--- config.mk ---
export PLATFORM = sky130hd
export DESIGN_NAME = grid_io_tile_param
export DESIGN_NICKNAME = d
export VERILOG_FILES = /design/src/rtl/grid_io_pkg.sv /design/src/rtl/grid_io_subtile.sv /design/src/rtl/grid_io_tile_param.sv
export SDC_FILE = /design/constraint.sdc
export NUM_CORES = 1
export LEC_CHECK = 0
export ABC_AREA = 1
export BUFFER_PORTS_ARGS = -buffer_cell sky130_fd_sc_hd__buf_4
export CAP_MARGIN = 10
export CORE_MARGIN = 8
export CORE_UTILIZATION = 54
export DETAILED_ROUTE_END_ITERATION = 8
export GPL_TIMING_DRIVEN = 0
export PLACE_DENSITY = 0.75
export SYNTH_ARGS = -nofsm -noshare
export SYNTH_HDL_FRONTEND = slang
export SYNTH_SLANG_ARGS = --single-unit
--- constraint.sdc ---
create_clock -name prog_clk -period 1.27 [get_ports prog_clk]
set_input_delay 0.127 -clock prog_clk [delete_from_list [all_inputs] [get_ports prog_clk]]
set_output_delay 0.127 -clock prog_clk [all_outputs]
set_load 0.05 [all_outputs]
--- src/rtl/grid_io_pkg.sv ---
// Shared definitions for the grid IO tile: config bit positions and config-load FSM encoding.
package grid_io_pkg;

  localparam int CFG_DIR     = 0;
  localparam int CFG_IN_REG  = 1;
  localparam int CFG_OUT_REG = 2;
  localparam int CFG_BITS_IO = 3;

  typedef enum logic [1:0] {
    IO_CFG_IDLE  = 2'd0,
    IO_CFG_SHIFT = 2'd1,
    IO_CFG_DONE  = 2'd2,
    IO_CFG_ERR   = 2'd3
  } io_cfg_state_t;

endpackage

--- src/rtl/grid_io_subtile.sv ---
// One embedded-IO subtile: 3-bit ccff segment, IO data registers, gated pad muxes.
// Optional SOC_IN 2-flop synchroniser selected by macro IO_INPUT_SYNC_EN.
module grid_io_subtile
  import grid_io_pkg::*;
(
  input  logic i_clk,
  input  logic i_rst_n,
  input  logic i_shift_en,
  input  logic i_ccff_head,
  output logic o_ccff_tail,
  input  logic i_gate_n,
  input  logic i_soc_in,
  output logic o_soc_out,
  output logic o_soc_dir,
  input  logic i_outpad,
  output logic o_inpad
);

  logic [CFG_BITS_IO-1:0] r_cfg;
  logic                   r_out_q;
  logic                   r_in_q;
  logic                   w_in_src;
  logic                   w_dir;

  always_ff @(posedge i_clk or negedge i_rst_n) begin
    if (!i_rst_n) begin
      r_cfg   <= '0;
      r_out_q <= 1'b0;
      r_in_q  <= 1'b0;
    end else begin
      if (i_shift_en) r_cfg <= {r_cfg[CFG_BITS_IO-2:0], i_ccff_head};
      // data registers sample continuously so they hold fresh values when gating lifts
      r_out_q <= i_outpad;
      r_in_q  <= w_in_src;
    end
  end

`ifdef IO_INPUT_SYNC_EN
  logic [1:0] r_sync;

  always_ff @(posedge i_clk or negedge i_rst_n) begin
    if (!i_rst_n) r_sync <= 2'b00;
    else          r_sync <= {r_sync[0], i_soc_in};
  end

  assign w_in_src = r_sync[1];
`else
  assign w_in_src = i_soc_in;
`endif

  assign w_dir       = r_cfg[CFG_DIR];
  assign o_ccff_tail = r_cfg[CFG_BITS_IO-1];
  assign o_soc_dir   = i_gate_n & w_dir;
  assign o_soc_out   = (i_gate_n & w_dir)
                       ? (r_cfg[CFG_OUT_REG] ? r_out_q : i_outpad) : 1'b0;
  assign o_inpad     = (i_gate_n & ~w_dir)
                       ? (r_cfg[CFG_IN_REG] ? r_in_q : w_in_src) : 1'b0;

endmodule

--- src/rtl/grid_io_tile_param.sv ---
// Parametrised IO grid tile: NUM_SUBTILE subtiles on one ccff chain plus a bit-count checker FSM.
// Build option: IO_INPUT_SYNC_EN adds a 2-flop synchroniser on every SOC_IN pad.
module grid_io_tile_param
  import grid_io_pkg::*;
#(
  parameter int NUM_SUBTILE = 6,
  parameter int CFG_BITS    = 3
) (
  input  logic                   prog_clk,
  input  logic                   prog_reset_n,
  input  logic                   config_enable,
  input  logic                   ccff_head,
  output logic                   ccff_tail,
  input  logic [NUM_SUBTILE-1:0] gfpga_pad_EMBEDDED_IO_SOC_IN,
  output logic [NUM_SUBTILE-1:0] gfpga_pad_EMBEDDED_IO_SOC_OUT,
  output logic [NUM_SUBTILE-1:0] gfpga_pad_EMBEDDED_IO_SOC_DIR,
  input  logic [NUM_SUBTILE-1:0] io_outpad,
  output logic [NUM_SUBTILE-1:0] io_inpad,
  output logic                   cfg_done,
  output logic                   cfg_err
);

  localparam int TOTAL = NUM_SUBTILE * CFG_BITS;
  localparam int CW    = $clog2(TOTAL + 2);
  localparam logic [CW-1:0] CNT_FULL = CW'(TOTAL);
  localparam logic [CW-1:0] CNT_SAT  = CW'(TOTAL + 1);

  io_cfg_state_t          r_state;
  io_cfg_state_t          w_state_nxt;
  logic [CW-1:0]          r_cnt;
  logic                   w_gate_n;
  logic [NUM_SUBTILE:0]   w_chain;

  always_ff @(posedge prog_clk or negedge prog_reset_n) begin
    if (!prog_reset_n) r_state <= IO_CFG_IDLE;
    else               r_state <= w_state_nxt;
  end

  always_comb begin
    w_state_nxt = r_state;
    case (r_state)
      IO_CFG_IDLE:  if (config_enable) w_state_nxt = IO_CFG_SHIFT;
      IO_CFG_SHIFT: if (!config_enable)
                      w_state_nxt = (r_cnt == CNT_FULL) ? IO_CFG_DONE : IO_CFG_ERR;
      IO_CFG_DONE,
      IO_CFG_ERR:   if (config_enable) w_state_nxt = IO_CFG_SHIFT;
      default:      w_state_nxt = IO_CFG_IDLE;
    endcase
  end

  // The entry edge into SHIFT already shifts one bit, so the cleared count restarts at 1.
  always_ff @(posedge prog_clk or negedge prog_reset_n) begin
    if (!prog_reset_n) begin
      r_cnt <= '0;
    end else if (config_enable) begin
      if (r_state != IO_CFG_SHIFT) r_cnt <= CW'(1);
      else if (r_cnt != CNT_SAT)   r_cnt <= r_cnt + CW'(1);
    end
  end

  assign cfg_done  = (r_state == IO_CFG_DONE);
  assign cfg_err   = (r_state == IO_CFG_ERR);
  assign w_gate_n  = ~config_enable & (r_state == IO_CFG_DONE);
  assign w_chain[0] = ccff_head;
  assign ccff_tail = w_chain[NUM_SUBTILE];

  for (genvar gi = 0; gi < NUM_SUBTILE; gi++) begin : g_sub
    grid_io_subtile u_sub (
      .i_clk       (prog_clk),
      .i_rst_n     (prog_reset_n),
      .i_shift_en  (config_enable),
      .i_ccff_head (w_chain[gi]),
      .o_ccff_tail (w_chain[gi+1]),
      .i_gate_n    (w_gate_n),
      .i_soc_in    (gfpga_pad_EMBEDDED_IO_SOC_IN[gi]),
      .o_soc_out   (gfpga_pad_EMBEDDED_IO_SOC_OUT[gi]),
      .o_soc_dir   (gfpga_pad_EMBEDDED_IO_SOC_DIR[gi]),
      .i_outpad    (io_outpad[gi]),
      .o_inpad     (io_inpad[gi])
    );
  end

endmodule
==> impl_metrics.csv, run 1 <==
group,metric,value,unit
outcome,status,"complete, but fails checks",
outcome,failed_checks,"negative setup slack",
sta,final-hold-violation-count,0,
grt,grt_pass1_wl,7.36,mm
finish,drive_gt1_share,35.6,%
critical_path,required,1.14,ns
grt,track_usage,17.8,%
sta,rsz0062_at_grt,"yes",
pwr,peakVddDrop,0.000628,V
sta,layout_setup_ws,-0.507,ns
pwr,p_sw_share,31.6,%
logic_synthesis,seq_area_frac_synth,51.6,%
floorplanning,die_w,73.6,um
cts,cts_root_buf,"clkbuf_4",
logic_synthesis,synthFlopType,"dfrtp_1",
finish,final_cells,324,
sta,setup_tns,-8.35,ns
finish,final_util,81.6,%
finish,final_nets,295,
logic_synthesis,synthCells,207,
pwr,p_sw,0.815,mW
cts,clk_pin_slew,0.12,ns
logic_synthesis,yosysMostFrequentCell,"nand2_1",
pwr,p_total,2.58,mW
critical_path,cp_max_fo,10,
logic_synthesis,synthSimpleGateAreaFrac,21.5,%
logic_synthesis,synthAdderAreaFrac,1.39,%
critical_path,arrival,1.65,ns
floorplanning,die_y,73.6,um
grt,overflow,0,
sta,finalCritPeriodShare,140,%
critical_path,start_kind,"flip-flop",
logic_synthesis,synthMuxAreaShare,0,%
floorplanning,core-area,3260,sq um
pwr,intPower,1.77,mW
sta,drv_slew,0,
logic_synthesis,synth_cell_types,24,
sta,fmax,563,MHz
placement,dpl.cell_count,288,
logic_synthesis,syn_area,1790,sq um
critical_path,path_buf_inv,3,
logic_synthesis,synth_common_cells,"nand2_1 (49), dfrtp_1 (37), inv_1 (27)",
finish,n_fill_cell,203,
logic_synthesis,synth_edf_count,0,
logic_synthesis,yosys-top-cells-area,"dfrtp_1 (52%), nand2_1 (10%), buf_4 (7.5%)",
pwr,pwr-share-comb,21.6,%
logic_synthesis,ys_ff_latch,37,
cts,cts.sinks,37,
floorplanning,dieArea,5420,sq um
drt,routedWlPerCell,14.4,um
finish,n_antenna_cell,0,
placement,place_congestion,0.817,
sta,finalClockSkew,0.0173,ns
critical_path,slowest_delay,0.45,ns
logic_synthesis,synth-xor-area-share,0.488,%
drt,postRouteAntennaNets,0,
drt,totalWireLength,4.66,mm
drt,vias_per_cell,4.89,
critical_path,crit_path_frequent_cell,"buf_6",
floorplanning,row_count,21,
placement,port_buffers,35,
logic_synthesis,synth_warnings,0,
grt,grt_pass1_vias,1596,
pwr,seqPwrFrac,55.3,%
finish,area.growth.synth_to_final,48.2,%
logic_synthesis,synth_top_family_by_area,"simple AND/OR/NAND/NOR gates",
sta,worstMarginPinSlew,0.538,ns
critical_path,cp-end-kind,"output port",
drt,drt_iter0_drc,66,
pwr,p_leak,1.27,nW
logic_synthesis,synth-compound-area-share,9.48,%
logic_synthesis,syn_nets,225,
cts,cts_inserted_buffers,5,
cts,htree_levels,2,
logic_synthesis,synth_top_area_share,51.6,%
sta,post-route-min-period,1.78,ns
grt,grt_start_max_net_pins,38,
floorplanning,initial_core_util,55.1,%
logic_synthesis,avgSynthCellArea,8.67,sq um
cts,cts_buffer_depth,2,
drt,first_pass_iters,5,
grt,antenna_found_initial,0,
run,maxCapViolCount,0,
critical_path,crit_slowest_cell,"dfrtp_2",
pwr,clockPowerShare,23.2,%
drt,drcViolationCount,0,
pwr,powerDensity,972,nW/um^2
logic_synthesis,yosys.area.top_type,"dfrtp_1",
logic_synthesis,synth-async-reset-ratio,100,%
placement,dp_hpwl,2.70,mm
sta,maxSlewHeadroom,64.2,%
cts,clk-insertion-delay-late,0.35,ns
hold_path,hp-class,"in -> reg",
critical_path,cp_cell_sequence,"nor2_4, nand2_4, buf_6, a211oi_2, buf_6, buf_8",
critical_path,worstSetupPathType,"reg -> out",
critical_path,path_delay_family,"flip-flops",
cts,cts_tree,"yes",
sta,finalSetupViolations,20,
drt,vias,1584,
floorplanning,io_pins,37,
metrics by stage:
stage                     setup WS [ns]  cell area [sq um]  hold WS, ns
after floorplan                  -0.222               1810       -0.169
after global placement           -0.191               2130        0.116
after detailed placement         -0.189               2130        0.118
after CTS                        -0.483               2520      0.00106
after global routing             -0.582               2660      -0.0100
final                            -0.507               2660       0.0124
final timing paths:
check	from	to	slack, ns	depth (start not counted)
setup / recovery	r_state[0]$_DFFE_PN0P_	gfpga_pad_EMBEDDED_IO_SOC_OUT[1]	-0.51	6
hold / removal	ccff_head	g_sub[0].u_sub.r_cfg[0]$_DFFE_PN0P_	0.01	3
setup reg to reg	r_cnt[1]$_DFFE_PN0P_	r_cnt[1]$_DFFE_PN0P_	0.04	5
hold reg to reg	g_sub[0].u_sub.r_cfg[0]$_DFFE_PN0P_	g_sub[0].u_sub.r_cfg[1]$_DFFE_PN0P_	0.51	2
max in group asynchronous	prog_reset_n	r_state[0]$_DFFE_PN0P_	0.67	2
min in group asynchronous	prog_reset_n	r_cnt[3]$_DFFE_PN0P_	0.25	2
tightest hold or removal path, cell delays in order:
cell and delay [ns]:
buf_4 0.08, nand2_1 0.04, o21ai_0 0.06
logic make-up after synthesis:
kind of cell / after synthesis
AND/OR/NAND/NOR: 87
AO/OA/AOI/OAI: 28
adder cells (fa/ha/maj): 2
flip-flops: 37
buffers and inverters: 52
XOR/XNOR: 1
layout by cell type (no fill, tap or decap):
master,n
ha_4,2
clkbuf_4,5
inv_1,26
nand4_1,3
nor4_1,1
nor2_4,1
nor4_4,3
buf_4,45
a21oi_1,1
dlygate4sd3_1,13
a211oi_1,1
nand2_4,1
o21ai_1,1
a211oi_2,5
nand2_1,49
buf_6,8
dfrtp_2,3
nand3_1,5
o21ai_0,20
nor4_2,1
dfrtp_1,34
nor3_2,2
inv_2,1
buf_8,17
clkbuf_1,7
nor2_1,17
buf_2,1
nand3_2,2
xor2_1,1
nor2_2,2
area by class of cell:
cell class,count,area (sq um),area share (%)
tap,46,57.6,2.16
timing repair buffer,63,641,24.1
clock buffer,8,48.8,1.84
inverter,27,101,3.81
sequential,37,930,35.0
buffer,25,193,7.25
multi-input combinational,118,688,25.9
sequential cells by signal, indices dropped and copies added (netlist names):
name	count
r_cnt	5
g_sub.u_sub.r_out_q	6
r_state	2
g_sub.u_sub.r_in_q	6
g_sub.u_sub.r_cfg	18
power groups by stage:
| stage | sequential [mW] | clock, mW | combinational (mW) |
|---|---|---|---|
| floorplan | 1.42 | 0 | 0.255 |
| global placement | 1.43 | 0 | 0.389 |
| detailed placement | 1.43 | 0 | 0.399 |
| CTS | 1.41 | 0.596 | 0.472 |
| global route | 1.45 | 0.663 | 0.621 |
| finish | 1.43 | 0.598 | 0.557 |
layer usage:
layer  wire (um)  part of all wire (%)  GRT usage [%]  up-vias
met2        2430                    52           29.9       43
met3         264                   5.7           5.46        2
met5           0                     0              0        -
met1        1950                    42           20.7      767
met4          21                  0.45           6.65        0
li1            -                     -              -      772
what timing repair did:
item                                   in CTS  in global routing
pin swaps                                   0                  4
hold buffers                               13                  0
endpoints found under the hold margin      49                  0
buffers inserted                            8                  7
gates resized for setup                    38                 16
setup endpoints to repair                  21                 25
Note: power is estimated with default switching activity, not from simulation.
==> run 2: changes to the inputs <==
Settings changed: CORE_UTILIZATION 54 to 53, PLACE_DENSITY 0.75 to 0.74, SYNTH_HIERARCHICAL from default to 1.
==> impl_metrics.csv, run 2 <==
group,metric,value,unit
grt,grt_pass1_vias,1476,
logic_synthesis,yosysMostFrequentCell,"nand2_1",
cts,cts.sinks,37,
drt,postRouteAntennaNets,0,
pwr,peakVddDrop,0.000892,V
pwr,p_sw,0.784,mW
floorplanning,die_w,71.8,um
critical_path,path_buf_inv,3,
logic_synthesis,synthMuxAreaShare,0,%
outcome,failed_checks,"negative setup slack",
logic_synthesis,synth_top_area_share,56.1,%
pwr,intPower,1.79,mW
grt,track_usage,15.7,%
placement,port_buffers,36,
finish,final_nets,273,
pwr,pwr-share-comb,20.7,%
cts,cts_root_buf,"clkbuf_4",
finish,drive_gt1_share,31.4,%
floorplanning,die_y,71.8,um
critical_path,cp_cell_sequence,"inv_2, nor3_4, buf_12, nand2_1, a21oi_4, buf_6",
finish,area.growth.synth_to_final,48.7,%
cts,cts_inserted_buffers,5,
floorplanning,io_pins,37,
cts,cts_buffer_depth,2,
logic_synthesis,synth_edf_count,0,
sta,finalClockSkew,0.00266,ns
critical_path,cp_max_fo,12,
pwr,p_leak,1.16,nW
logic_synthesis,synth_common_cells,"nand2_1 (74), dfrtp_1 (37), inv_1 (29)",
critical_path,arrival,1.59,ns
finish,final_area,2450,sq um
sta,fmax,581,MHz
sta,maxSlewHeadroom,69.9,%
critical_path,slowest_delay,0.38,ns
grt,antenna_found_initial,0,
floorplanning,initial_core_util,55.0,%
finish,top_regs,"g_sub.u_sub/r_cfg: 18 flops, g_sub.u_sub/r_in_q: 6 flops, g_sub.u_sub/r_out_q: 6 flops",
logic_synthesis,synth_warnings,6,
pwr,p_sw_share,30.4,%
placement,place_congestion,0.694,
logic_synthesis,synth_top_family_by_area,"simple AND/OR/NAND/NOR gates",
logic_synthesis,ys_ff_latch,37,
logic_synthesis,synthSimpleGateAreaFrac,22.7,%
pwr,seqPwrFrac,55.3,%
cts,clk_pin_slew,0.10,ns
grt,grt_pass1_wl,6.40,mm
placement,dp_hpwl,2.49,mm
logic_synthesis,synth-async-reset-ratio,100,%
finish,regMostFlops,"g_sub.u_sub/r_cfg",
finish,multiInputGateArea,754,sq um
cts,clk-insertion-delay-late,0.34,ns
hold_path,hp-class,"in -> reg",
placement,dpl.cell_count,263,
sta,finalSetupViolations,19,
logic_synthesis,synth-xor-area-share,0.531,%
drt,drcViolationCount,0,
floorplanning,core-area,3000,sq um
finish,largest_register_ffs,18,
finish,final_cells,288,
sta,layout_setup_ws,-0.451,ns
grt,grt_start_max_net_pins,44,
finish,final_util,81.8,%
sta,drv_slew,0,
finish,regArea,930,sq um
finish,final_cell_mix,"nand2_1 (71), dfrtp_1 (34), inv_1 (26), buf_6 (19), buf_4 (18)",
sta,rsz0062_at_grt,"yes",
critical_path,cp-end-kind,"output port",
floorplanning,dieArea,5160,sq um
cts,cts_tree,"yes",
logic_synthesis,seq_area_frac_synth,56.1,%
pwr,clockPowerShare,23.9,%
cts,htree_levels,2,
logic_synthesis,synthCells,194,
finish,n_antenna_cell,0,
sta,finalCritPeriodShare,136,%
drt,routedWlPerCell,13.5,um
critical_path,start_kind,"flip-flop",
sta,worstMarginPinSlew,0.451,ns
critical_path,path_delay_family,"buffers and inverters",
logic_synthesis,synthFlopType,"dfrtp_1",
drt,drt_iter0_drc,101,
logic_synthesis,synth-compound-area-share,11.2,%
floorplanning,row_count,20,
finish,mostFrequentLayoutCell,"nand2_1",
logic_synthesis,syn_nets,212,
sta,final-hold-violation-count,0,
grt,overflow,0,
sta,post-route-min-period,1.72,ns
drt,vias_per_cell,5.03,
logic_synthesis,yosys-top-cells-area,"dfrtp_1 (56%), nand2_1 (17%), inv_1 (6.6%)",
logic_synthesis,yosys.area.top_type,"dfrtp_1",
finish,n_fill_cell,183,
run,maxCapViolCount,0,
drt,totalWireLength,3.87,mm
critical_path,crit_slowest_cell,"dfrtp_1",
logic_synthesis,avgSynthCellArea,8.51,sq um
drt,vias,1449,
logic_synthesis,synth_cell_types,20,
drt,first_pass_iters,4,
critical_path,worstSetupPathType,"reg -> out",
logic_synthesis,syn_area,1650,sq um
outcome,status,"complete, but fails checks",
pwr,powerDensity,1050,nW/um^2
placement,place_area,2090,sq um
critical_path,required,1.14,ns
logic_synthesis,synthAdderAreaFrac,1.52,%
-- run 2: cell count changes in the layout (fill, tap and decap cells not counted), sizes merged --
cell | before | now
a211oi | 6 | 0
a21o | 0 | 1
a21oi | 1 | 13
buf | 71 | 41
clkbuf | 12 | 7
dlygate4sd3 | 13 | 14
inv | 27 | 32
nand2 | 50 | 75
nand3 | 7 | 6
nor2 | 20 | 3
nor4 | 5 | 0
o21ai | 21 | 18
-- run 2: path summary, 6_finish.rpt --
kind,start,cells past startpoint,slack (ns),end
max,r_state[1]$_DFFE_PN0P_,6,-0.45,gfpga_pad_EMBEDDED_IO_SOC_OUT[2]
min,config_enable,3,0.23,g_sub[0].u_sub/r_cfg[1]$_DFFE_PN0P_
max reg2reg,r_cnt[1]$_DFFE_PN0P_,8,0.03,r_cnt[2]$_DFFE_PN0P_
min reg2reg,g_sub[5].u_sub/r_cfg[1]$_DFFE_PN0P_,2,0.52,g_sub[5].u_sub/r_cfg[2]$_DFFE_PN0P_
max in group asynchronous,prog_reset_n,2,0.66,r_state[0]$_DFFE_PN0P_
min in group asynchronous,prog_reset_n,2,0.28,r_state[1]$_DFFE_PN0P_
-- run 2: what timing repair did --
action                                 4_1_cts  5_1_grt
buffers inserted                             2        2
pin swaps                                    1        3
hold buffers                                14        0
setup endpoints to repair                   20       25
resized for setup                           26       11
endpoints found under the hold margin       50        0
-- run 2: layout make-up --
type / instances / share of cell area, %
sequential: 37 / 37.9
multi-input combinational: 124 / 30.7
timing repair buffer: 54 / 22.1
inverter: 32 / 4.89
clock buffer: 7 / 2.24
tap: 33 / 1.68
buffer: 1 / 0.459
-- run 2: cells by family (layout without fill, tap and decap cells) --
| family | Yosys count | in the layout |
|---|---|---|
| fa+ha+maj | 2 | 2 |
| buf+inv | 33 | 94 |
| flops | 37 | 37 |
| compound gates | 32 | 32 |
| simple gates | 89 | 89 |
| xor+xnor | 1 | 1 |
-- run 2: layer usage --
layer,routed length (um),GRT usage [%]
met5,0,0
met4,52,6.35
met3,225,6.42
met2,1950,26.5
met1,1650,17.0
-- run 2: through the flow --
stage	hold WS [ns]	power, mW	setup slack (ns)	TNS (ns)
2_1_floorplan	-0.169	1.71	-0.139	-2.30
3_3_place_gp	0.109	1.85	-0.382	-5.99
3_5_place_dp	0.115	1.88	-0.377	-5.86
4_1_cts	0.209	2.54	-0.432	-7.22
5_1_grt	0.239	2.72	-0.524	-8.80
6_report	0.227	2.58	-0.451	-7.52
-- run 2: power by group through the flow --
stage / Combinational [mW] / Sequential (mW) / Clock, mW
after detailed placement: 0.443 / 1.43 / 0
after CTS: 0.484 / 1.41 / 0.643
after floorplan: 0.287 / 1.43 / 0
after global placement: 0.422 / 1.43 / 0
after global routing: 0.601 / 1.44 / 0.676
final: 0.535 / 1.43 / 0.617
-- run 2: tightest hold or removal path, stage by stage --
cell     delay (ns)
buf_4          0.24
nand2_1        0.11
o21ai_1        0.05
